File: src/rtl/fu_alu_pipe_if.sv
// ============================================================================
// Module      : fu_alu_pipe_if
// Description : Issue, result and flush bundle between the ALU reservation
//               station / CDB arbiter and the pipelined ALU functional unit.
// Revision    : 1.0 - initial release
// ============================================================================
`default_nettype none

interface fu_alu_pipe_if #(
   parameter int XLEN      = 32,
   parameter int ROB_TAG_W = 5,
   parameter int PREG_W    = 7
);
   logic                 issue_valid;
   logic                 issue_ready;
   logic [6:0]           opcode;
   logic [2:0]           func3;
   logic [6:0]           func7;
   logic [XLEN-1:0]      imm;
   logic [PREG_W-1:0]    pd;
   logic [ROB_TAG_W-1:0] rob_index;
   logic [XLEN-1:0]      ps1_data;
   logic [XLEN-1:0]      ps2_data;
   logic [ROB_TAG_W-1:0] curr_rob_tag;
   logic                 mispredict;
   logic [ROB_TAG_W-1:0] mispredict_tag;
   logic                 out_valid;
   logic                 out_ready;
   logic [PREG_W-1:0]    out_pd;
   logic [ROB_TAG_W-1:0] out_rob;
   logic [XLEN-1:0]      out_data;

   modport master (
      output issue_valid, opcode, func3, func7, imm, pd, rob_index,
             ps1_data, ps2_data, curr_rob_tag, mispredict, mispredict_tag,
             out_ready,
      input  issue_ready, out_valid, out_pd, out_rob, out_data
   );

   modport slave (
      input  issue_valid, opcode, func3, func7, imm, pd, rob_index,
             ps1_data, ps2_data, curr_rob_tag, mispredict, mispredict_tag,
             out_ready,
      output issue_ready, out_valid, out_pd, out_rob, out_data
   );
endinterface

`default_nettype wire

File: src/rtl/fu_alu_pipe.sv
// ============================================================================
// Module      : fu_alu_pipe
// Description : Pipelined RV32I integer ALU functional unit with valid/ready
//               backpressure and ROB-tag based squash of wrong-path entries.
// Revision    : 1.0 - initial release
// ============================================================================
`default_nettype none

module fu_alu_pipe #(
   parameter int XLEN      = 32,
   parameter int STAGES    = 2,
   parameter int ROB_DEPTH = 16,
   parameter int ROB_TAG_W = 5,
   parameter int PREG_W    = 7
) (
   input  logic           clk,
   input  logic           reset,
   fu_alu_pipe_if.slave   bus
);
   localparam int                   c_shw      = $clog2(XLEN);
   localparam logic [6:0]           c_op_imm   = 7'b0010011;
   localparam logic [6:0]           c_op_reg   = 7'b0110011;
   localparam logic [6:0]           c_op_lui   = 7'b0110111;
   localparam logic [ROB_TAG_W-1:0] c_rob_last = ROB_TAG_W'(ROB_DEPTH - 1);

   logic [STAGES-1:0]                 r_v;
   logic [STAGES-1:0][PREG_W-1:0]     r_pd;
   logic [STAGES-1:0][ROB_TAG_W-1:0]  r_rob;
   logic [STAGES-1:0][XLEN-1:0]       r_data;

   logic [XLEN-1:0]                   w_a;
   logic [XLEN-1:0]                   w_b;
   logic [XLEN-1:0]                   w_result;
   logic [c_shw-1:0]                  w_shamt;
   logic                              w_is_reg;
   logic                              w_f7_zero;
   logic                              w_f7_alt;
   logic                              w_plain_ok;
   logic [ROB_TAG_W-1:0]              w_ptr;
   logic [STAGES:0]                   w_en;
   logic [STAGES-1:0]                 w_in_v;
   logic [STAGES-1:0][PREG_W-1:0]     w_in_pd;
   logic [STAGES-1:0][ROB_TAG_W-1:0]  w_in_rob;
   logic [STAGES-1:0][XLEN-1:0]       w_in_data;
   logic [STAGES-1:0]                 w_kill_in;
   logic [STAGES-1:0]                 w_kill_hold;

   // Circular membership in [ptr, tail); ptr == tail is the empty range.
   function automatic logic f_in_range(input logic [ROB_TAG_W-1:0] t,
                                       input logic [ROB_TAG_W-1:0] ptr,
                                       input logic [ROB_TAG_W-1:0] tail);
      logic hit;
      if (ptr <= tail) hit = (t >= ptr) && (t < tail);
      else             hit = (t >= ptr) || (t < tail);
      return hit;
   endfunction

   always_comb begin
      w_is_reg   = (bus.opcode == c_op_reg);
      w_a        = bus.ps1_data;
      w_b        = w_is_reg ? bus.ps2_data : bus.imm;
      w_shamt    = w_b[c_shw-1:0];
      w_f7_zero  = (bus.func7 == 7'b0000000);
      w_f7_alt   = (bus.func7 == 7'b0100000);
      // Outside shifts, func7 is immediate payload for I-type ops.
      w_plain_ok = !w_is_reg || w_f7_zero;
      w_result   = '0;
      if (bus.opcode == c_op_lui) begin
         w_result = bus.imm;
      end else if (bus.opcode == c_op_imm || w_is_reg) begin
         case (bus.func3)
            3'b000: begin
               if (w_is_reg && w_f7_alt) w_result = w_a - w_b;
               else if (w_plain_ok)      w_result = w_a + w_b;
            end
            3'b001: if (w_f7_zero) w_result = w_a << w_shamt;
            3'b010: if (w_plain_ok)
               w_result = {{(XLEN-1){1'b0}}, ($signed(w_a) < $signed(w_b))};
            3'b011: if (w_plain_ok)
               w_result = {{(XLEN-1){1'b0}}, (w_a < w_b)};
            3'b100: if (w_plain_ok) w_result = w_a ^ w_b;
            3'b101: begin
               if (w_f7_alt)       w_result = $unsigned($signed(w_a) >>> w_shamt);
               else if (w_f7_zero) w_result = w_a >> w_shamt;
            end
            3'b110: if (w_plain_ok) w_result = w_a | w_b;
            default: if (w_plain_ok) w_result = w_a & w_b;
         endcase
      end
   end

   always_comb begin
      w_ptr = (bus.mispredict_tag == c_rob_last) ? '0
            : bus.mispredict_tag + ROB_TAG_W'(1);

      // A stage may load when it is empty or its contents move on this edge.
      w_en         = '0;
      w_en[STAGES] = bus.out_ready;
      for (int k = STAGES - 1; k >= 0; k--) begin
         w_en[k] = !r_v[k] || w_en[k+1];
      end

      w_in_v[0]    = bus.issue_valid && w_en[0];
      w_in_pd[0]   = bus.pd;
      w_in_rob[0]  = bus.rob_index;
      w_in_data[0] = w_result;
      for (int k = 1; k < STAGES; k++) begin
         w_in_v[k]    = r_v[k-1];
         w_in_pd[k]   = r_pd[k-1];
         w_in_rob[k]  = r_rob[k-1];
         w_in_data[k] = r_data[k-1];
      end

      for (int k = 0; k < STAGES; k++) begin
         w_kill_in[k]   = bus.mispredict && f_in_range(w_in_rob[k], w_ptr, bus.curr_rob_tag);
         w_kill_hold[k] = bus.mispredict && f_in_range(r_rob[k], w_ptr, bus.curr_rob_tag);
      end
   end

   always_ff @(posedge clk or negedge reset) begin
      if (!reset) begin
         r_v    <= '0;
         r_pd   <= '0;
         r_rob  <= '0;
         r_data <= '0;
      end else begin
         for (int k = 0; k < STAGES; k++) begin
            if (w_en[k]) begin
               r_v[k] <= w_in_v[k] && !w_kill_in[k];
               if (w_in_v[k]) begin
                  r_pd[k]   <= w_in_pd[k];
                  r_rob[k]  <= w_in_rob[k];
                  r_data[k] <= w_in_data[k];
               end
            end else begin
               r_v[k] <= r_v[k] && !w_kill_hold[k];
            end
         end
      end
   end

   assign bus.issue_ready = w_en[0];
   assign bus.out_valid   = r_v[STAGES-1] && !w_kill_hold[STAGES-1];
   assign bus.out_pd      = r_pd[STAGES-1];
   assign bus.out_rob     = r_rob[STAGES-1];
   assign bus.out_data    = r_data[STAGES-1];

endmodule

`default_nettype wire
File: src/flat_wrapper.sv
// flat-port wrapper written by rule: the top's interface ports become plain ports
module fu_alu_pipe_flat 
#(
   parameter int XLEN      = 32,
   parameter int STAGES    = 2,
   parameter int ROB_DEPTH = 16,
   parameter int ROB_TAG_W = 5,
   parameter int PREG_W    = 7
)
  (clk, reset, bus_issue_valid, bus_opcode, bus_func3, bus_func7, bus_imm, bus_pd, bus_rob_index, bus_ps1_data, bus_ps2_data, bus_curr_rob_tag, bus_mispredict, bus_mispredict_tag, bus_out_ready, bus_issue_ready, bus_out_valid, bus_out_pd, bus_out_rob, bus_out_data);
  fu_alu_pipe_if #(.XLEN(XLEN), .ROB_TAG_W(ROB_TAG_W), .PREG_W(PREG_W)) bus_i ();
  input  logic clk;
  input  logic reset;
  input wire logic [$bits(bus_i.issue_valid)-1:0] bus_issue_valid;
  input wire logic [$bits(bus_i.opcode)-1:0] bus_opcode;
  input wire logic [$bits(bus_i.func3)-1:0] bus_func3;
  input wire logic [$bits(bus_i.func7)-1:0] bus_func7;
  input wire logic [$bits(bus_i.imm)-1:0] bus_imm;
  input wire logic [$bits(bus_i.pd)-1:0] bus_pd;
  input wire logic [$bits(bus_i.rob_index)-1:0] bus_rob_index;
  input wire logic [$bits(bus_i.ps1_data)-1:0] bus_ps1_data;
  input wire logic [$bits(bus_i.ps2_data)-1:0] bus_ps2_data;
  input wire logic [$bits(bus_i.curr_rob_tag)-1:0] bus_curr_rob_tag;
  input wire logic [$bits(bus_i.mispredict)-1:0] bus_mispredict;
  input wire logic [$bits(bus_i.mispredict_tag)-1:0] bus_mispredict_tag;
  input wire logic [$bits(bus_i.out_ready)-1:0] bus_out_ready;
  output wire logic [$bits(bus_i.issue_ready)-1:0] bus_issue_ready;
  output wire logic [$bits(bus_i.out_valid)-1:0] bus_out_valid;
  output wire logic [$bits(bus_i.out_pd)-1:0] bus_out_pd;
  output wire logic [$bits(bus_i.out_rob)-1:0] bus_out_rob;
  output wire logic [$bits(bus_i.out_data)-1:0] bus_out_data;
  assign bus_i.issue_valid = bus_issue_valid;
  assign bus_i.opcode = bus_opcode;
  assign bus_i.func3 = bus_func3;
  assign bus_i.func7 = bus_func7;
  assign bus_i.imm = bus_imm;
  assign bus_i.pd = bus_pd;
  assign bus_i.rob_index = bus_rob_index;
  assign bus_i.ps1_data = bus_ps1_data;
  assign bus_i.ps2_data = bus_ps2_data;
  assign bus_i.curr_rob_tag = bus_curr_rob_tag;
  assign bus_i.mispredict = bus_mispredict;
  assign bus_i.mispredict_tag = bus_mispredict_tag;
  assign bus_i.out_ready = bus_out_ready;
  assign bus_issue_ready = bus_i.issue_ready;
  assign bus_out_valid = bus_i.out_valid;
  assign bus_out_pd = bus_i.out_pd;
  assign bus_out_rob = bus_i.out_rob;
  assign bus_out_data = bus_i.out_data;
  fu_alu_pipe #(.XLEN(XLEN), .STAGES(STAGES), .ROB_DEPTH(ROB_DEPTH), .ROB_TAG_W(ROB_TAG_W), .PREG_W(PREG_W)) u_core (.clk(clk), .reset(reset), .bus(bus_i));
endmodule
File: config.mk
export PLATFORM = sky130hd
export DESIGN_NAME = fu_alu_pipe_flat
export DESIGN_NICKNAME = d
export VERILOG_FILES = /design/src/rtl/fu_alu_pipe_if.sv /design/src/rtl/fu_alu_pipe.sv /design/src/flat_wrapper.sv
export SDC_FILE = /design/constraint.sdc
export NUM_CORES = 1
export LEC_CHECK = 0
export CORE_MARGIN = 2
export CORE_UTILIZATION = 40
export DETAILED_ROUTE_END_ITERATION = 12
export PLACE_DENSITY = 0.59
export SYNTH_ARGS = -nofsm -noshare
export SYNTH_HDL_FRONTEND = slang
export SYNTH_SLANG_ARGS = --single-unit
File: constraint.sdc
create_clock -name clk -period 8.09 [get_ports clk]
set_clock_uncertainty 0.05 [all_clocks]
set_input_delay 1.618 -clock clk [delete_from_list [all_inputs] [get_ports clk]]
set_output_delay 1.618 -clock clk [all_outputs]
set_load 0.005 [all_outputs]
==> out/results.ini, run 1 <==
[run_status]
status = finished, final reports clean

[floorplan]
die_h_microns = 196
rows = 70
core_area_sq_mm = 0.0365
die_x_microns = 196
initial_core_util = 0.405
ioPinCount = 186
dieArea_sq_mm = 0.0385

[critical_path]
r2r-end = u_core.r_data[8]
r2r_cells = 12
crit_arrival_ns = 7.05
required_ns = 8.29
r2r_slack_ns = 4.48
cp-end-kind = flop
cp_max_fo = 32
worstSetupStartpointType = input port
path_class = input port to flop
r2r-start = u_core.r_v[1]

[power]
ir_drop_mv = 0.103
power_density_mw_per_mm2 = 136
p_leak_nw = 7.34

[detailed_routing]
drtAntennaViolNets = 0
firstDrtPassIters = 8
viasPerCell = 6.74
drc = 0
post_drt_wl_per_cell_microns = 30.4
vias = 17500
routed_wl_microns = 78900
drt-initial-drc-count = 2078

[sta]
relSlewSlack = 0.155
worst_pin_slew_ns = 1.26
rsz0062_at_grt = no
fmax_mhz = 146
drv_slew = 0
tns_ns = 0
finalHoldViolCount = 0
layout_min_cycle_time_ns = 6.86
fin_crit_sh = 0.847
setup_viol = 0

[layout]
ff_latch_area_sq_mm = 0.00225
syn_to_final_growth_pct = 15.2
final_cell_mix = nand2_1, a21oi_1, clkdlybuf4s50_1, nor2_1, ha_1
multi_input_area_sq_mm = 0.0113
final_common_cell = nand2_1
stdcell_count = 2592
fillCellCount = 3764
drive_gt1_frac = 0.0838
finalNetCount = 2382

[clocking]
cts_root_buf = clkbuf_16
h-tree-depth = 3
post_cts_buffers = 0
cts.sinks = 90
cts.reportedPaths.clkPinSlew_ns = 0.07
cts_tree = yes
cts_buffers = 9
cts_resized = 0
clockBufferDepth = 2
ctsHoldBuffers = 0
worstSkewPairLatency_ns = 0.37

[yosys]
ys_seq_elements = 90
synth-main-ff-cell = dfrtp_1
yosysWarnings = 0
avgSynthCellArea_sq_um = 7.19
synth_top_area_frac = 0.152
yosysTopAreaCell = dfrtp_1
ys_seq_area_frac = 0.152
synthTopCellsByArea = dfrtp_1, ha_1, a21oi_1
syn_inst = 2057
syn-num-nets = 2321
syn-cell-area_sq_mm = 0.0148
synthArstFlopShare = 1.00
synth_edf_count = 0
post_synth_num_cell_types = 92

[global_route]
grt_first_pass_wirelength_microns = 114000
groute.usage.overall = 0.400
grt_max_degree = 65
antenna_found_initial = 3
grt_pass1_vias = 16500
overflow = 0

[place]
port_buffers = 185
dpl.cell_count = 2575
gp_congestion = 1.05
dp_hpwl_microns = 61200

[min_path]
min_to = u_core.r_pd[6]
min-delay-start = u_core.r_pd[6]
hold_path_class = flop to flop
hold_depth = 2

[job]
maxCapViolCount = 0

-- through the flow --
stage / hold slack (ns) / total power (W) / util / worst slack, ns / area [sq um]
floorplan: 0.392 / 0.00135 / - / 2.25 / 14800
global placement: 0.403 / 0.00181 / 0.458 / 1.09 / 16700
detailed placement: 0.417 / 0.00181 / 0.458 / 1.03 / 16700
CTS: 0.433 / 0.00230 / 0.467 / 1.41 / 17000
global route: 0.463 / 0.00244 / 0.467 / 1.04 / 17000
finish: 0.429 / 0.00233 / 0.467 / 1.23 / 17000
-- kinds of logic after synthesis --
| group | count (synthesis) | synth area share |
|---|---|---|
| flops | 90 | 0.152 |
| fa+ha+maj | 126 | 0.107 |
| mux | 146 | 0.112 |
| compound gates | 710 | 0.319 |
| xor+xnor | 27 | 0.0160 |
| simple gates | 662 | 0.204 |
| buf+inv | 296 | 0.0904 |
-- worst max-delay path by stage --
stage | slack, ns | to | start | cells after the start
after floorplan | 2.25 | u_core.r_data[29] | bus_opcode[2] | 20
after detailed placement | 1.03 | u_core.r_data[20] | bus_opcode[2] | 15
after CTS | 1.41 | u_core.r_data[20] | bus_opcode[2] | 15
final | 1.23 | u_core.r_data[20] | bus_opcode[2] | 15
after global routing | 1.04 | u_core.r_data[20] | bus_opcode[2] | 15
after global placement | 1.09 | u_core.r_data[20] | bus_opcode[2] | 15
-- layer usage --
metal,vias up,global-route usage,share of wire
met5,-,0,0
met3,236,0.0801,0.10
met2,1157,0.586,0.42
li1,7638,-,-
met4,0,0.229,0.065
met1,8430,0.544,0.42
-- registers in the layout (all words and copies together) (netlist names) --
| register | flops |
|---|---|
| u_core.bus.out_rob | 5 |
| u_core.r_v | 2 |
| u_core.bus.out_data | 32 |
| u_core.r_data | 32 |
| u_core.r_pd | 7 |
| u_core.bus.out_pd | 7 |
| u_core.r_rob | 5 |
-- Yosys cell counts (5+ instances only) --
library cell	number
mux2_2	53
clkbuf_1	86
and3_1	25
nor2b_1	17
mux4_2	10
o21a_1	15
nand2b_1	20
buf_1	16
o31a_1	10
o211ai_1	37
buf_4	51
nor3_1	30
nor2_1	166
nor4_1	12
a21o_1	21
a211oi_1	32
clkinv_1	7
mux2i_1	83
o21ai_0	112
a2111oi_0	5
nand4_1	13
nand2_1	278
o2111ai_1	15
xnor2_1	23
inv_1	105
o21bai_1	17
a221o_1	8
a22oi_1	16
a31oi_1	32
or3_1	8
o31ai_1	19
a21boi_0	11
or4_1	5
a221oi_1	36
buf_2	27
nand3_1	54
or2_2	8
ha_1	123
o221ai_1	19
a311oi_1	5
o22ai_1	11
a21oi_1	234
and2_1	7
dfrtp_1	90
-- area by class of cell --
type / count / share of cell area
repair buffers: 231 / 0.129
multi-input cells: 1671 / 0.660
flip-flops and latches: 90 / 0.132
well taps: 468 / 0.0343
clock inverters: 5 / 0.00499
inverters: 115 / 0.0253
diodes: 1 / 0.000147
clock buffers: 11 / 0.0142
-- power breakdown --
part / leakage, nW / switching, W / total, W / internal (W)
Sequential: 1.19 / 0.0000564 / 0.000585 / 0.000528
Combinational: 6.00 / 0.000739 / 0.00126 / 0.000519
Clock: 0.156 / 0.000202 / 0.000484 / 0.000281
Total: 7.34 / 0.000997 / 0.00233 / 0.00133
-- critical path: stages --
cell and delay (ns):
clkdlybuf4s50_1 0.45, nand4bb_4 0.35, o21ai_4 0.45, and2_2 0.72, inv_2 0.08, ha_1 0.38
nor2b_1 0.16, o21ai_0 0.26, a21oi_1 0.15, o211ai_1 0.21, a21oi_1 0.27, a21o_1 0.32
a221oi_1 0.86, o311ai_0 0.39, o31a_1 0.37
Power figures use the tool's default switching activity.
==> inputs of run 2 (changes only) <==
- clock period: 8.09 -> 6.8 ns (I/O delays scaled with it)
==> out/results.ini, run 2 (synthesized netlist as in run 1, its figures left out) <==
[power]
power_density_mw_per_mm2 = 160  ; +17%
finalPower_w = 0.00277  ; +19%
p_leak_nw = 7.54  ; +2.8%
ir_drop_mv = 0.104  ; +1.3%

[detailed_routing]
drc = 0  ; unchanged
drtAntennaViolNets = 0  ; unchanged
post_drt_wl_per_cell_microns = 29.8  ; -2.1%
drt-initial-drc-count = 2373  ; +14%
vias = 17700  ; +1.3%
routed_wl_microns = 78500  ; -0.43%
viasPerCell = 6.71  ; -0.32%
firstDrtPassIters = 6  ; -2

[sta]
fin_crit_sh = 0.897
drv_slew = 0  ; unchanged
finalHoldWorstSlack_ns = 0.422  ; -0.00680 ns
worst_pin_slew_ns = 1.23  ; -0.0285 ns
fmax_mhz = 164
layout_min_cycle_time_ns = 6.10
setup_viol = 0  ; unchanged
finalHoldViolCount = 0  ; unchanged
rsz0062_at_grt = no
relSlewSlack = 0.169  ; +0.0139
tns_ns = 0  ; unchanged

[critical_path]
r2r-end = u_core.r_data[13]
path_class = input port to flop
cpPeakStageDelay_ns = 0.58  ; -0.28 ns
crit_arrival_ns = 6.30  ; -0.75 ns
r2r_slack_ns = 3.63  ; -0.85 ns
cp_max_fo = 19  ; -41%
worstSetupStartpointType = input port
cp-end-kind = flop
path_cells = clkdlybuf4s50_1 -> nand4bb_4 -> nor2_4 -> buf_4 -> nand2_1 -> nand2_1 -> inv_1 -> ha_1 -> nand2_1 -> a2111oi_0 -> nor2_1 -> o31ai_1 -> a211oi_1 -> or3_1 -> a21oi_1 -> mux2i_1 -> nor2_1 -> o32a_1
required_ns = 7.00  ; -1.29 ns
r2r_cells = 10  ; -2
critPathMostFrequentCell = nand2_1
slowest_stage = nor2_4
r2r-start = u_core.r_v[1]

[clocking]
cts_tree = yes
post_cts_buffers = 0  ; unchanged
worstSkewPairLatency_ns = 0.38  ; about the same
cts_resized = 0  ; unchanged
cts.sinks = 90  ; unchanged
cts_buffers = 9  ; unchanged
ctsHoldBuffers = 0  ; unchanged
cts_root_buf = clkbuf_16
h-tree-depth = 3  ; unchanged
cts.reportedPaths.clkPinSlew_ns = 0.07  ; about the same
clockBufferDepth = 2  ; unchanged

[job]
maxCapViolCount = 0  ; unchanged

[layout]
final_cell_mix = nand2_1, a21oi_1, clkdlybuf4s50_1, nor2_1, ha_1
final_common_cell = nand2_1
syn_to_final_growth_pct = 17.4
fin_util = 0.476  ; +0.00881
drive_gt1_frac = 0.101  ; +0.0168
finish.instance_area_sq_mm = 0.0174  ; +1.9%
finalNetCount = 2425  ; +1.8%

[global_route]
antenna_found_initial = 5  ; +2
groute.usage.overall = 0.397  ; -0.00258
grt_first_pass_wirelength_microns = 113000  ; -0.27%
overflow = 0  ; unchanged
grt_pass1_vias = 16400  ; -0.11%
grt_max_degree = 69  ; +6.2%

[floorplan]
initial_core_util = 0.405  ; unchanged
die_h_microns = 196  ; unchanged
die_x_microns = 196  ; unchanged
ioPinCount = 186  ; unchanged
dieArea_sq_mm = 0.0385  ; unchanged
rows = 70  ; unchanged
core_area_sq_mm = 0.0365  ; unchanged

[place]
gp_congestion = 1.07  ; +1.8%
dp_hpwl_microns = 61200  ; about the same
port_buffers = 185  ; unchanged
dpl-instance-area_sq_mm = 0.0170  ; +2.0%

[min_path]
hold_depth = 2  ; unchanged
min-delay-start = u_core.r_pd[3]
hold_path_class = flop to flop
min_to = u_core.r_pd[3]

[run_status]
status = finished, final reports clean

-- run 2: metal layers --
| layer | global-route usage | vias to the layer above | routed length [microns] |
|---|---|---|---|
| met3 | 0.0739 | 220 | 8900 |
| met5 | 0 | - | 55 |
| met4 | 0.202 | 8 | 4580 |
| met2 | 0.595 | 1226 | 33300 |
| li1 | - | 7711 | - |
| met1 | 0.543 | 8528 | 31700 |
-- run 2: final cells by class --
type,count,area [sq um]
Sequential cell,90,2250
Antenna cell,1,2.50
Timing Repair Buffer,274,2530
Multi-Input combinational cell,1671,11200
Tap cell,468,586
Fill cell,3739,19200
Inverter,115,432
Clock inverter,4,75.1
Clock buffer,12,246
-- run 2: per-stage QoR --
step / cells / worst slack (ns)
final: 2635 / 0.699
after global routing: 2634 / 0.468
after CTS: 2634 / 0.774
after detailed placement: 2618 / 0.433
after global placement: 2618 / 0.525
after floorplan: 2057 / 1.21
-- run 2: power breakdown --
part / switching [W] / internal [W] / total, W / leakage [nW]
Sequential: 0.0000656 / 0.000628 / 0.000694 / 1.19
Combinational: 0.000872 / 0.000637 / 0.00151 / 6.21
Clock: 0.000239 / 0.000333 / 0.000572 / 0.149
-- run 2: worst max path at each step --
stage / from / to / slack [ns] / cells after the start
floorplan: bus_opcode[2] / u_core.r_data[29] / 1.21 / 20
global placement: bus_opcode[2] / u_core.r_data[29] / 0.53 / 18
detailed placement: bus_opcode[2] / u_core.r_data[29] / 0.43 / 18
CTS: bus_mispredict_tag[0] / bus_out_valid / 0.77 / 16
global route: bus_opcode[2] / u_core.r_data[29] / 0.47 / 18
finish: bus_opcode[2] / u_core.r_data[29] / 0.70 / 18
-- run 2: critical path: cells and delay by family --
kind                       cells  cell delay [ns]
and+or+nand+nor                8             1.79
AOI/OAI and AO/OA              5             1.54
buffers and inverters          3             0.93
adders and majority gates      1             0.45
muxes                          1             0.21
==> inputs of run 3 (changes only) <==
- ABC_AREA: default -> 0
- GPL_ROUTABILITY_DRIVEN: default -> 0
==> out/results.ini, run 3 (synthesized netlist as in run 1, its figures left out) <==
[sta]
finalHoldWorstSlack_ns = 0.424  ; +0.00183 ns
fmax_mhz = 164  ; -0.15%
setup_viol = 0  ; unchanged
tns_ns = 0  ; unchanged
drv_slew = 0  ; unchanged
finalHoldViolCount = 0  ; unchanged
worst_pin_slew_ns = 0.894  ; -0.339 ns
fin_crit_sh = 0.899  ; +0.00136
layout_min_cycle_time_ns = 6.11  ; +0.00923 ns
relSlewSlack = 0.401  ; +0.232
rsz0062_at_grt = no

[power]
power_density_mw_per_mm2 = 156  ; -2.1%
seqPwrFrac = 0.258  ; +0.008
combPwrFrac = 0.543  ; about the same
power_switching_w = 0.00114  ; -3.3%
p_leak_nw = 7.43  ; -1.5%
clockPowerShare = 0.199  ; -0.007
sw_frac_of_total = 0.423  ; -0.000733
p_int_w = 0.00155  ; -3.0%
ir_drop_mv = 0.115  ; +10%
finalPower_w = 0.00269  ; -3.1%

[clocking]
worstSkewPairLatency_ns = 0.37  ; about the same
ctsHoldBuffers = 0  ; unchanged
cts.reportedPaths.clkPinSlew_ns = 0.07  ; about the same
cts_tree = yes
h-tree-depth = 3  ; unchanged
cts_root_buf = clkbuf_16
cts_resized = 0  ; unchanged
clockBufferDepth = 2  ; unchanged
cts_buffers = 9  ; unchanged
post_cts_buffers = 0  ; unchanged
cts.sinks = 90  ; unchanged

[place]
dpl.cell_count = 2595  ; -0.88%
port_buffers = 185  ; unchanged
dp_hpwl_microns = 52300  ; -14%

[global_route]
grt_first_pass_wirelength_microns = 101000  ; -11%
overflow = 0  ; unchanged
grt_pass1_vias = 16100  ; -2.2%
grt_max_degree = 72  ; +4.3%
antenna_found_initial = 1  ; -4
groute.usage.overall = 0.344  ; -0.0529

[critical_path]
cp_max_fo = 9  ; -10
path_cells = clkdlybuf4s50_1 -> and3b_1 -> nand2_1 -> buf_4 -> nand2_1 -> nand2_1 -> inv_1 -> ha_1 -> clkinv_1 -> a2111oi_0 -> nor2_1 -> o31ai_1 -> a211oi_1 -> or3_1 -> a21oi_1 -> mux2i_1 -> nor2_1 -> o32a_1
worst-path-stages = 18  ; unchanged
crit_arrival_ns = 6.31  ; about the same
r2r_cells = 12  ; +2
path_buf_inv = 4  ; +1
worstSetupStartpointType = input port
cp-end-kind = flop
r2r-end = u_core.r_data[16]
r2r_slack_ns = 3.57  ; -0.06 ns
path_class = input port to flop
required_ns = 7.00  ; about the same
slowest_stage = clkdlybuf4s50_1
critPathCapture = u_core.r_data[29]
crit_family = compound AO/OA/AOI/OAI gates
cp-startpoint = bus_opcode[4]
r2r-start = u_core.r_v[1]
cpPeakStageDelay_ns = 0.54  ; -0.04 ns
critPathMostFrequentCell = nand2_1

[detailed_routing]
vias = 17400  ; -1.8%
routed_wl_microns = 68200  ; -13%
drt-initial-drc-count = 2263  ; -4.6%
viasPerCell = 6.65  ; -0.94%
drc = 0  ; unchanged
drtAntennaViolNets = 0  ; unchanged
post_drt_wl_per_cell_microns = 26.1  ; -12%
firstDrtPassIters = 6  ; unchanged

[floorplan]
ioPinCount = 186  ; unchanged
die_x_microns = 196  ; unchanged
dieArea_sq_mm = 0.0385  ; unchanged
core_area_sq_mm = 0.0365  ; unchanged
rows = 70  ; unchanged
initial_core_util = 0.405  ; unchanged
die_h_microns = 196  ; unchanged

[layout]
multi_input_area_sq_mm = 0.0112  ; about the same
fillCellCount = 3660  ; -2.1%
syn_to_final_growth_pct = 16.2
stdcell_count = 2613  ; -0.83%
final_common_cell = nand2_1
drive_gt1_frac = 0.0915  ; -0.00919
finalNetCount = 2402  ; -0.95%
final_cell_mix = nand2_1, a21oi_1, clkdlybuf4s50_1, nor2_1, ha_1
ff_latch_area_sq_mm = 0.00225  ; unchanged

[min_path]
hold_path_class = flop to flop

[run_status]
status = finished, final reports clean

[job]
maxCapViolCount = 0  ; unchanged

[run 3: cell type report]
cell class	instances	share of cell area
Tap cell	468	0.0341
Antenna cell	2	0.000291
Clock buffer	10	0.0139
Sequential cell	90	0.131
Timing Repair Buffer	251	0.138
Inverter	115	0.0251
Clock inverter	6	0.00379
Multi-Input combinational cell	1671	0.654
[run 3: power groups by stage]
stage | registers, W | clock network, W | logic (W)
2_1_floorplan | 0.000678 | 0 | 0.000925
3_3_place_gp | 0.000700 | 0 | 0.00139
6_report | 0.000694 | 0.000534 | 0.00146
4_1_cts | 0.000694 | 0.000545 | 0.00142
5_1_grt | 0.000707 | 0.000561 | 0.00156
3_5_place_dp | 0.000705 | 0 | 0.00141
[run 3: layer usage]
| metal | vias to the layer above | track usage | share of wire |
|---|---|---|---|
| li1 | 7669 | - | - |
| met1 | 8162 | 0.467 | 0.40 |
| met2 | 1259 | 0.488 | 0.40 |
| met3 | 289 | 0.0971 | 0.14 |
| met4 | 2 | 0.192 | 0.064 |
| met5 | - | 0 | 0.00013 |
[run 3: worst register-to-register path: stages, from the launching register on]
cell,delay (ns)
dfrtp_1,0.34
nor2b_1,0.19
nand2_1,0.14
nand2_1,0.14
buf_12,0.24
nor3_2,0.11
buf_4,0.23
a221o_1,0.37
a21oi_1,0.26
o221ai_1,0.17
a2111oi_0,0.57
buf_4,0.23
a21oi_1,0.06
[run 3: stage by stage]
step,setup slack [ns],utilization,instance area (sq um)
global placement,0.559,0.462,16900
CTS,0.829,0.470,17200
floorplan,1.21,-,14800
finish,0.690,0.471,17200
detailed placement,0.447,0.462,16900
global route,0.422,0.470,17200
[run 3: how the worst min path moves through the flow]
stage,depth (start not counted),start,slack (ns),endpoint
after floorplan,2,u_core.r_pd[0],0.39,u_core.r_pd[0]
after detailed placement,2,u_core.r_pd[0],0.42,u_core.r_pd[0]
after CTS,2,u_core.r_pd[0],0.43,u_core.r_pd[0]
final,2,u_core.r_pd[0],0.42,u_core.r_pd[0]
after global placement,2,u_core.r_pd[6],0.40,u_core.r_pd[6]
after global routing,2,u_core.r_pd[0],0.44,u_core.r_pd[0]
